--- config.mk ---
export PLATFORM = sky130hd
export DESIGN_NAME = add_sub_pipe
export DESIGN_NICKNAME = d
export VERILOG_FILES = /design/src/rtl/add_sub_pkg.sv /design/src/rtl/seg_adder.sv /design/src/rtl/add_sub_pipe.sv
export SDC_FILE = /design/constraint.sdc
export NUM_CORES = 1
export LEC_CHECK = 0
export ABC_AREA = 1
export CAP_MARGIN = 20
export CELL_PAD_IN_SITES_DETAIL_PLACEMENT = 0
export CELL_PAD_IN_SITES_GLOBAL_PLACEMENT = 1
export CORE_MARGIN = 2
export CORE_UTILIZATION = 35
export CTS_CLUSTER_DIAMETER = 40
export DETAILED_ROUTE_END_ITERATION = 10
export PLACE_DENSITY_LB_ADDON = 0.1
export SLEW_MARGIN = 20
export SYNTH_ARGS = -nofsm -noshare
export SYNTH_HDL_FRONTEND = slang
export SYNTH_SLANG_ARGS = --single-unit
--- constraint.sdc ---
create_clock -name clk -period 4.3 [get_ports clk]
set_input_delay 0.86 -clock clk [delete_from_list [all_inputs] [get_ports clk]]
set_output_delay 0.86 -clock clk [all_outputs]
set_load 0.01 [all_outputs]
--- src/rtl/add_sub_pkg.sv ---
// Shared types and elaboration helpers for the pipelined add/sub datapath.
package add_sub_pkg;

  typedef struct packed {
    logic c;
    logic v;
    logic n;
    logic z;
  } flags_t;

  function automatic int unsigned stages_of(input int unsigned width, input int unsigned seg);
    return (seg == 0 || width < seg) ? 1 : width / seg;
  endfunction

  function automatic bit seg_fits(input int unsigned width, input int unsigned seg);
    return (seg != 0) && (width >= seg) && (width % seg == 0);
  endfunction

  // Saturation limits, returned wide and narrowed by the user to its WIDTH.
  function automatic logic [63:0] sat_max(input int unsigned width);
    return (64'(1) << (width - 1)) - 64'(1);
  endfunction

  function automatic logic [63:0] sat_min(input int unsigned width);
    return 64'(1) << (width - 1);
  endfunction

endpackage

--- src/rtl/seg_adder.sv ---
// Combinational SEG-bit ripple adder; also exposes the carry into its MSB for overflow detection.
module seg_adder #(
  parameter int unsigned SEG = 4
) (
  input  logic [SEG-1:0] a,
  input  logic [SEG-1:0] b,
  input  logic           cin,
  output logic [SEG-1:0] s,
  output logic           cout,
  output logic           c_msb_in
);

  logic [SEG:0] cy;

  always_comb begin
    cy    = '0;
    s     = '0;
    cy[0] = cin;
    for (int i = 0; i < SEG; i++) begin
      s[i]    = a[i] ^ b[i] ^ cy[i];
      cy[i+1] = (a[i] & b[i]) | (cy[i] & (a[i] ^ b[i]));
    end
  end

  assign cout     = cy[SEG];
  assign c_msb_in = cy[SEG-1];

endmodule

--- src/rtl/add_sub_pipe.sv ---
// Pipelined two's-complement add/sub: one SEG-bit carry segment per stage, valid/ready
// handshake with a single pipe-wide advance enable, optional signed saturation.
module add_sub_pipe
  import add_sub_pkg::*;
#(
  parameter int unsigned WIDTH = 16,
  parameter int unsigned SEG   = 4
) (
  input  logic             clk,
  input  logic             rst,
  input  logic             in_valid,
  output logic             in_ready,
  input  logic [WIDTH-1:0] x,
  input  logic [WIDTH-1:0] y,
  input  logic             sub,
  input  logic             sat,
  output logic             out_valid,
  input  logic             out_ready,
  output logic [WIDTH-1:0] sum,
  output logic             cout,
  output logic             v,
  output logic             n,
  output logic             z
);

  localparam int unsigned STAGES = stages_of(WIDTH, SEG);
  localparam logic [WIDTH-1:0] SMAX = WIDTH'(sat_max(WIDTH));
  localparam logic [WIDTH-1:0] SMIN = WIDTH'(sat_min(WIDTH));

  if (!seg_fits(WIDTH, SEG)) begin : g_param_check
    $error("add_sub_pipe: WIDTH must be a non-zero multiple of SEG");
  end

  logic              en;
  logic [STAGES-1:0] vld;
  logic [STAGES-1:0] vin;

  // Stage registers; operands travel whole, unread low slices are dead and trimmed away.
  logic [WIDTH-1:0] x_q  [STAGES];
  logic [WIDTH-1:0] y_q  [STAGES];
  logic [WIDTH-1:0] s_q  [STAGES];
  logic             c_q  [STAGES];
  logic             sb_q [STAGES];
  logic             st_q [STAGES];

  logic [WIDTH-1:0] xi   [STAGES];
  logic [WIDTH-1:0] yi   [STAGES];
  logic [WIDTH-1:0] si   [STAGES];
  logic [WIDTH-1:0] s_nx [STAGES];
  logic             ci   [STAGES];
  logic             sbi  [STAGES];
  logic             sti  [STAGES];

  logic [SEG-1:0] a_seg [STAGES];
  logic [SEG-1:0] b_seg [STAGES];
  logic [SEG-1:0] s_seg [STAGES];
  logic           co    [STAGES];
  logic           cm    [STAGES];

  logic [WIDTH-1:0] res;
  logic             ovf;
  flags_t           flg_nx;
  logic [WIDTH-1:0] sum_q;
  flags_t           flg_q;

  assign en       = ~vld[STAGES-1] | out_ready;
  assign in_ready = en;
  // Valid entering each stage: port valid for stage 0, previous stage's valid otherwise.
  assign vin      = STAGES'({vld, in_valid});

  // Operand routing into each stage's segment adder.
  always_comb begin
    xi[0]  = x;
    yi[0]  = y;
    si[0]  = '0;
    ci[0]  = sub;
    sbi[0] = sub;
    sti[0] = sat;
    for (int k = 1; k < STAGES; k++) begin
      xi[k]  = x_q[k-1];
      yi[k]  = y_q[k-1];
      si[k]  = s_q[k-1];
      ci[k]  = c_q[k-1];
      sbi[k] = sb_q[k-1];
      sti[k] = st_q[k-1];
    end
    for (int k = 0; k < STAGES; k++) begin
      a_seg[k] = xi[k][k*SEG +: SEG];
      b_seg[k] = yi[k][k*SEG +: SEG] ^ {SEG{sbi[k]}};
    end
  end

  for (genvar k = 0; k < STAGES; k++) begin : g_seg
    seg_adder #(.SEG(SEG)) u_seg (
      .a        (a_seg[k]),
      .b        (b_seg[k]),
      .cin      (ci[k]),
      .s        (s_seg[k]),
      .cout     (co[k]),
      .c_msb_in (cm[k])
    );
  end

  // Merge each stage's new slice into the partial sum travelling with the beat.
  always_comb begin
    for (int k = 0; k < STAGES; k++) begin
      s_nx[k]                 = si[k];
      s_nx[k][k*SEG +: SEG]   = s_seg[k];
    end
  end

  // Final stage: overflow, saturation toward the sign of x (the true result's sign on overflow), flags.
  always_comb begin
    ovf    = cm[STAGES-1] ^ co[STAGES-1];
    res    = s_nx[STAGES-1];
    flg_nx = '0;
    if (sti[STAGES-1] && ovf) begin
      res = xi[STAGES-1][WIDTH-1] ? SMIN : SMAX;
    end
    flg_nx.c = co[STAGES-1];
    flg_nx.v = ovf;
    flg_nx.n = res[WIDTH-1];
    flg_nx.z = (res == '0);
  end

  always_ff @(posedge clk or posedge rst) begin
    if (rst) begin
      vld   <= '0;
      sum_q <= '0;
      flg_q <= '0;
      for (int k = 0; k < STAGES; k++) begin
        x_q[k]  <= '0;
        y_q[k]  <= '0;
        s_q[k]  <= '0;
        c_q[k]  <= 1'b0;
        sb_q[k] <= 1'b0;
        st_q[k] <= 1'b0;
      end
    end else if (en) begin
      vld <= vin;
      for (int k = 0; k < STAGES; k++) begin
        if (vin[k]) begin
          x_q[k]  <= xi[k];
          y_q[k]  <= yi[k];
          s_q[k]  <= s_nx[k];
          c_q[k]  <= co[k];
          sb_q[k] <= sbi[k];
          st_q[k] <= sti[k];
        end
      end
      if (vin[STAGES-1]) begin
        sum_q <= res;
        flg_q <= flg_nx;
      end
    end
  end

  assign out_valid = vld[STAGES-1];
  assign sum       = sum_q;
  assign cout      = flg_q.c;
  assign v         = flg_q.v;
  assign n         = flg_q.n;
  assign z         = flg_q.z;

endmodule

# Word level (Yosys, flattened, before mapping)
# Index checks and enable logic that the tools add are counted.
# classes
bitwise,87
reduce_logical,6
mux,2
# ops
op,count
XOR 1 bit,33
bitwise AND 1 bit,32
two-way mux 16 bit,2
bitwise OR 1 bit,17
zero test 16 bit,1
XOR 4 bit,4
AND reduction 2 bit,4
logical AND 1 bit,1
NOT 1 bit,1
# word_totals
inputBits,38
elab_cells,119
output_inout_bits,22
regBits,153

# Depth between registers and ports, before layout
# logic_depth
depth_word,14
mapped_depth,17

# Modules after synthesis
# A second synthesis with hierarchy kept.
# hier_totals
hier_cells,410
hier_area_um2,4724.5
# by_module_without_submodules
module,area_each_um2,cells_each,instances
add_sub_pipe,4284.1,362,1
seg_adder,110.1,12,4

# Least setup slack after synthesis
# No wires, ideal clock.
# synth_timing
path_type,reg-to-reg
startpoint,register sb_q[1] (netlist bit)
endpoint,register flg_q (netlist bit z)
stages_incl_launch_ff,17
setup_ns,0.065
path_buffers,2
slack_ns,1.401
arrival_ns,2.834
period_less_slack_ns,2.899
cell_sequence,dfrtp_1 -> clkbuf_1 -> xnor2_1 -> fa_1 -> fa_1 -> fa_1 -> inv_2 -> fa_1 -> inv_1 -> nand2_2 -> nand3_2 -> buf_6 -> nand2_1 -> nand3_1 -> nor2_1 -> nand3_1 -> nand2_1
# synth_rtl
item,line_no,text
from (decl),add_sub_pipe.sv:43,logic sb_q [STAGES];
"from (signal, indexed assignment)",add_sub_pipe.sv:147,sb_q[k] <= sbi[k];
to (signal assigned),add_sub_pipe.sv:153,flg_q <= flg_nx;
to (decl),add_sub_pipe.sv:64,flags_t flg_q;

==> results.sh <==
export IMPL_postSynthCellCount=434
export IMPL_insertion_delay_ns=0.35
export IMPL_numCtsBuffers=9
export IMPL_slew_viol_final=0
export IMPL_cts_tree="built"
export IMPL_crit_chain="xnor2_1, fa_1, fa_1, fa_1, inv_2, fa_1, inv_1, nand2_2, nand3_2, o21ai_0, nand2_1, nor2_1, nand3_1, nand2_1"
export IMPL_place_congestion=0.787
export IMPL_row_count=41
export IMPL_drcViolationCount=0
export IMPL_maxSlewHeadroom_pct=49.6
export IMPL_ctsResizeCount=0
export IMPL_root_buffer="clkbuf_16"
export IMPL_status="complete, no violations"
export IMPL_clock_fmax_mhz=311
export IMPL_post_route_period_util_pct=74.7
export IMPL_layout_nets=539
export IMPL_cellPowerDensity_mw_per_mm2=779
export IMPL_drt_pass1_iterations=4
export IMPL_pin_count=60
export IMPL_port_buffers=59
export IMPL_finalWorstSetupSlack_ns=1.09
export IMPL_postRouteAntennaNets=0
export IMPL_antenna_found_initial=0
export IMPL_dieArea_mm2=0.0140
export IMPL_synth_top_family_by_area="simple AND/OR/NAND/NOR gates"
export IMPL_slowest_stage="dfrtp_1"
export IMPL_synth_top_cell_area_share_pct=56.7
export IMPL_finalSetupTns_ns=0
export IMPL_period_needed_ns=3.21
export IMPL_cts_hold_buf=0
export IMPL_yosysSeqAreaShare_pct=56.7
export IMPL_grt_pass1_vias=3003
export IMPL_crit_family="adder cells"
export IMPL_worst_slew_pin_slew_ns=0.754
export IMPL_max_stage_delay_ns=0.46
export IMPL_cpMostUsedCell="fa_1"
export IMPL_die_x_um=119
export IMPL_synthMuxAreaShare_pct=7.36
export IMPL_grtUsageTotal_pct=13.6
export IMPL_synth_cell_types=26
export IMPL_yosysTopAreaCell="dfrtp_1"
export IMPL_syn_avg_cell_area_um2=10.6
export IMPL_synth_compound_area_share_pct=6.30
export IMPL_rsz0062_at_grt="false"
export IMPL_critPathBufInv=2
export IMPL_path_class="register to register"
export IMPL_yosys_warnings=0
export IMPL_synth_area_leaders="dfrtp_1 57%, nand2_1 9.0%, mux2_2 7.4%"
export IMPL_syn_area_mm2=0.00459
export IMPL_finalSetupViolCount=0
export IMPL_n_antenna_cell=0
export IMPL_syn_nets=487
export IMPL_vias_per_cell=4.43
export IMPL_syn_to_final_growth_pct=21.7
export IMPL_start_kind="register"
export IMPL_final_common_cell="nand2_1"
export IMPL_yosys_area_share_simple_pct=13.6
export IMPL_grt_max_degree=55
export IMPL_finish_instance_area_mm2=0.00559
export IMPL_path_max_fanout=20
export IMPL_dpl_cell_area_mm2=0.00529
export IMPL_endpoint_kind="register"
export IMPL_ir_drop_v=0.000238
export IMPL_grt_first_pass_wirelength_um=15200
export IMPL_htree_levels=3
export IMPL_cts_setup_buffers=0
export IMPL_clockBufferDepth=2
export IMPL_synth_fa_ha_area_share_pct=6.54
export IMPL_grt_overflow=0
export IMPL_clock_sinks=104
export IMPL_path_clk_slew_ns=0.07
export IMPL_drive_gt1_share_pct=12.4
export IMPL_dp_slack_ns=1.08
export IMPL_die_h_um=119
export IMPL_wl_per_cell_um=13.2
export IMPL_drt_wl_total_um=8760
export IMPL_synthXorXnorAreaFrac_pct=3.05
export IMPL_cp_data_required_time_ns=4.59
export IMPL_drtIter0Drc=148
export IMPL_finalHoldViolCount=0
export IMPL_crit_arrival_ns=3.51
export IMPL_initial_core_util_pct=36.1
export IMPL_worstHoldPathType="register to register"
export IMPL_vias=2938
export IMPL_final_cell_mix="110 x nand2_1, 104 x dfrtp_1, 59 x clkdlybuf4s50_1"
export IMPL_power_leakage_nw=2.62
export IMPL_synth_seq_cells=104
export IMPL_core_area_mm2=0.0127
export IMPL_fin_skew_ns=0.0109
export IMPL_max_cap_violations=0
export IMPL_dpl_hpwl_um=6390
-- worst register-to-register path: cells and delay by family (launching register included) --
family / cells / cell delay [ns]
DFF: 1 / 0.46
buffers and inverters: 2 / 0.17
AOI/OAI and AO/OA: 1 / 0.19
xor gates and xnor gates: 1 / 0.18
adders and majority gates: 4 / 1.44
and+or+nand+nor: 6 / 0.72
-- flip-flops by register name (all words and copies together), names as in the netlist --
signal and count:
s_nx 24, y_q 24, sum 16, a_seg 12, x_q 12, vld 4, c_q 3, sb_q 3
st_q 3, cout 1, v 1, z 1
-- final timing paths --
| path | start | endpoint | slack (ns) | depth (start not counted) |
|---|---|---|---|---|
| setup / recovery | sb_q[1] | z | 1.09 | 14 |
| hold / removal | vld[2] | vld[3] | 0.47 | 2 |
| setup reg to reg | sb_q[1] | z | 1.09 | 14 |
| hold reg to reg | vld[2] | vld[3] | 0.47 | 2 |
| max in group asynchronous | rst | sum[5] | 2.51 | 3 |
| min in group asynchronous | rst | a_seg[0] | 0.98 | 2 |
-- metal layers --
layer  wire length [um]  global-route usage, %  vias to the layer above  part of all wire [%]
li1                   -                      -                     1469                     -
met1               4410                   19.4                     1409                    50
met2               3890                   20.2                       51                    44
met3                339                   3.14                        9                   3.9
met4                121                   5.13                        0                   1.4
met5                  0                      0                        -                     0
-- where the power goes --
group,leakage [nW],internal [mW],total [mW],switching [mW]
Sequential,1.26,1.41,1.67,0.267
Combinational,1.22,0.854,1.85,1.00
Clock,0.145,0.467,0.822,0.356
-- area by class of cell --
| class | instances | area [um2] |
|---|---|---|
| Timing Repair Buffer | 63 | 621 |
| Sequential cell | 104 | 2600 |
| Clock inverter | 5 | 56.3 |
| Fill cell | 1319 | 7130 |
| Inverter | 41 | 159 |
| Clock buffer | 11 | 243 |
| Tap cell | 172 | 215 |
| Multi-Input combinational cell | 267 | 1690 |
-- per-stage QoR --
step / cells / utilization (%) / hold WS, ns / total power, mW
after floorplan: 434 / - / 0.431 / 3.01
after global placement: 647 / 41.6 / 0.451 / 3.57
after detailed placement: 647 / 41.6 / 0.463 / 3.61
after CTS: 663 / 43.9 / 0.480 / 4.45
after global routing: 663 / 43.9 / 0.497 / 4.76
final: 663 / 43.9 / 0.474 / 4.35
-- synth_stat cells (all sizes together) --
cell,count
a21o,1
a21oi,19
a31oi,3
buf,17
clkbuf,5
dfrtp,104
fa,15
inv,41
mux2,30
nand2,115
nand3,7
nand4,1
nor2,27
o21a,1
o21ai,32
xnor2,9
xor2,7
-- kinds of logic (layout without fill, tap and decap cells) --
logic type | after synthesis | count (layout)
XOR/XNOR | 16 | 16
AO/OA/AOI/OAI | 56 | 56
buffers and inverters | 63 | 120
flip-flops | 104 | 104
adder cells (fa/ha/maj) | 15 | 15
multiplexers | 30 | 30
AND/OR/NAND/NOR | 150 | 150
Power figures use the tool's default switching activity.
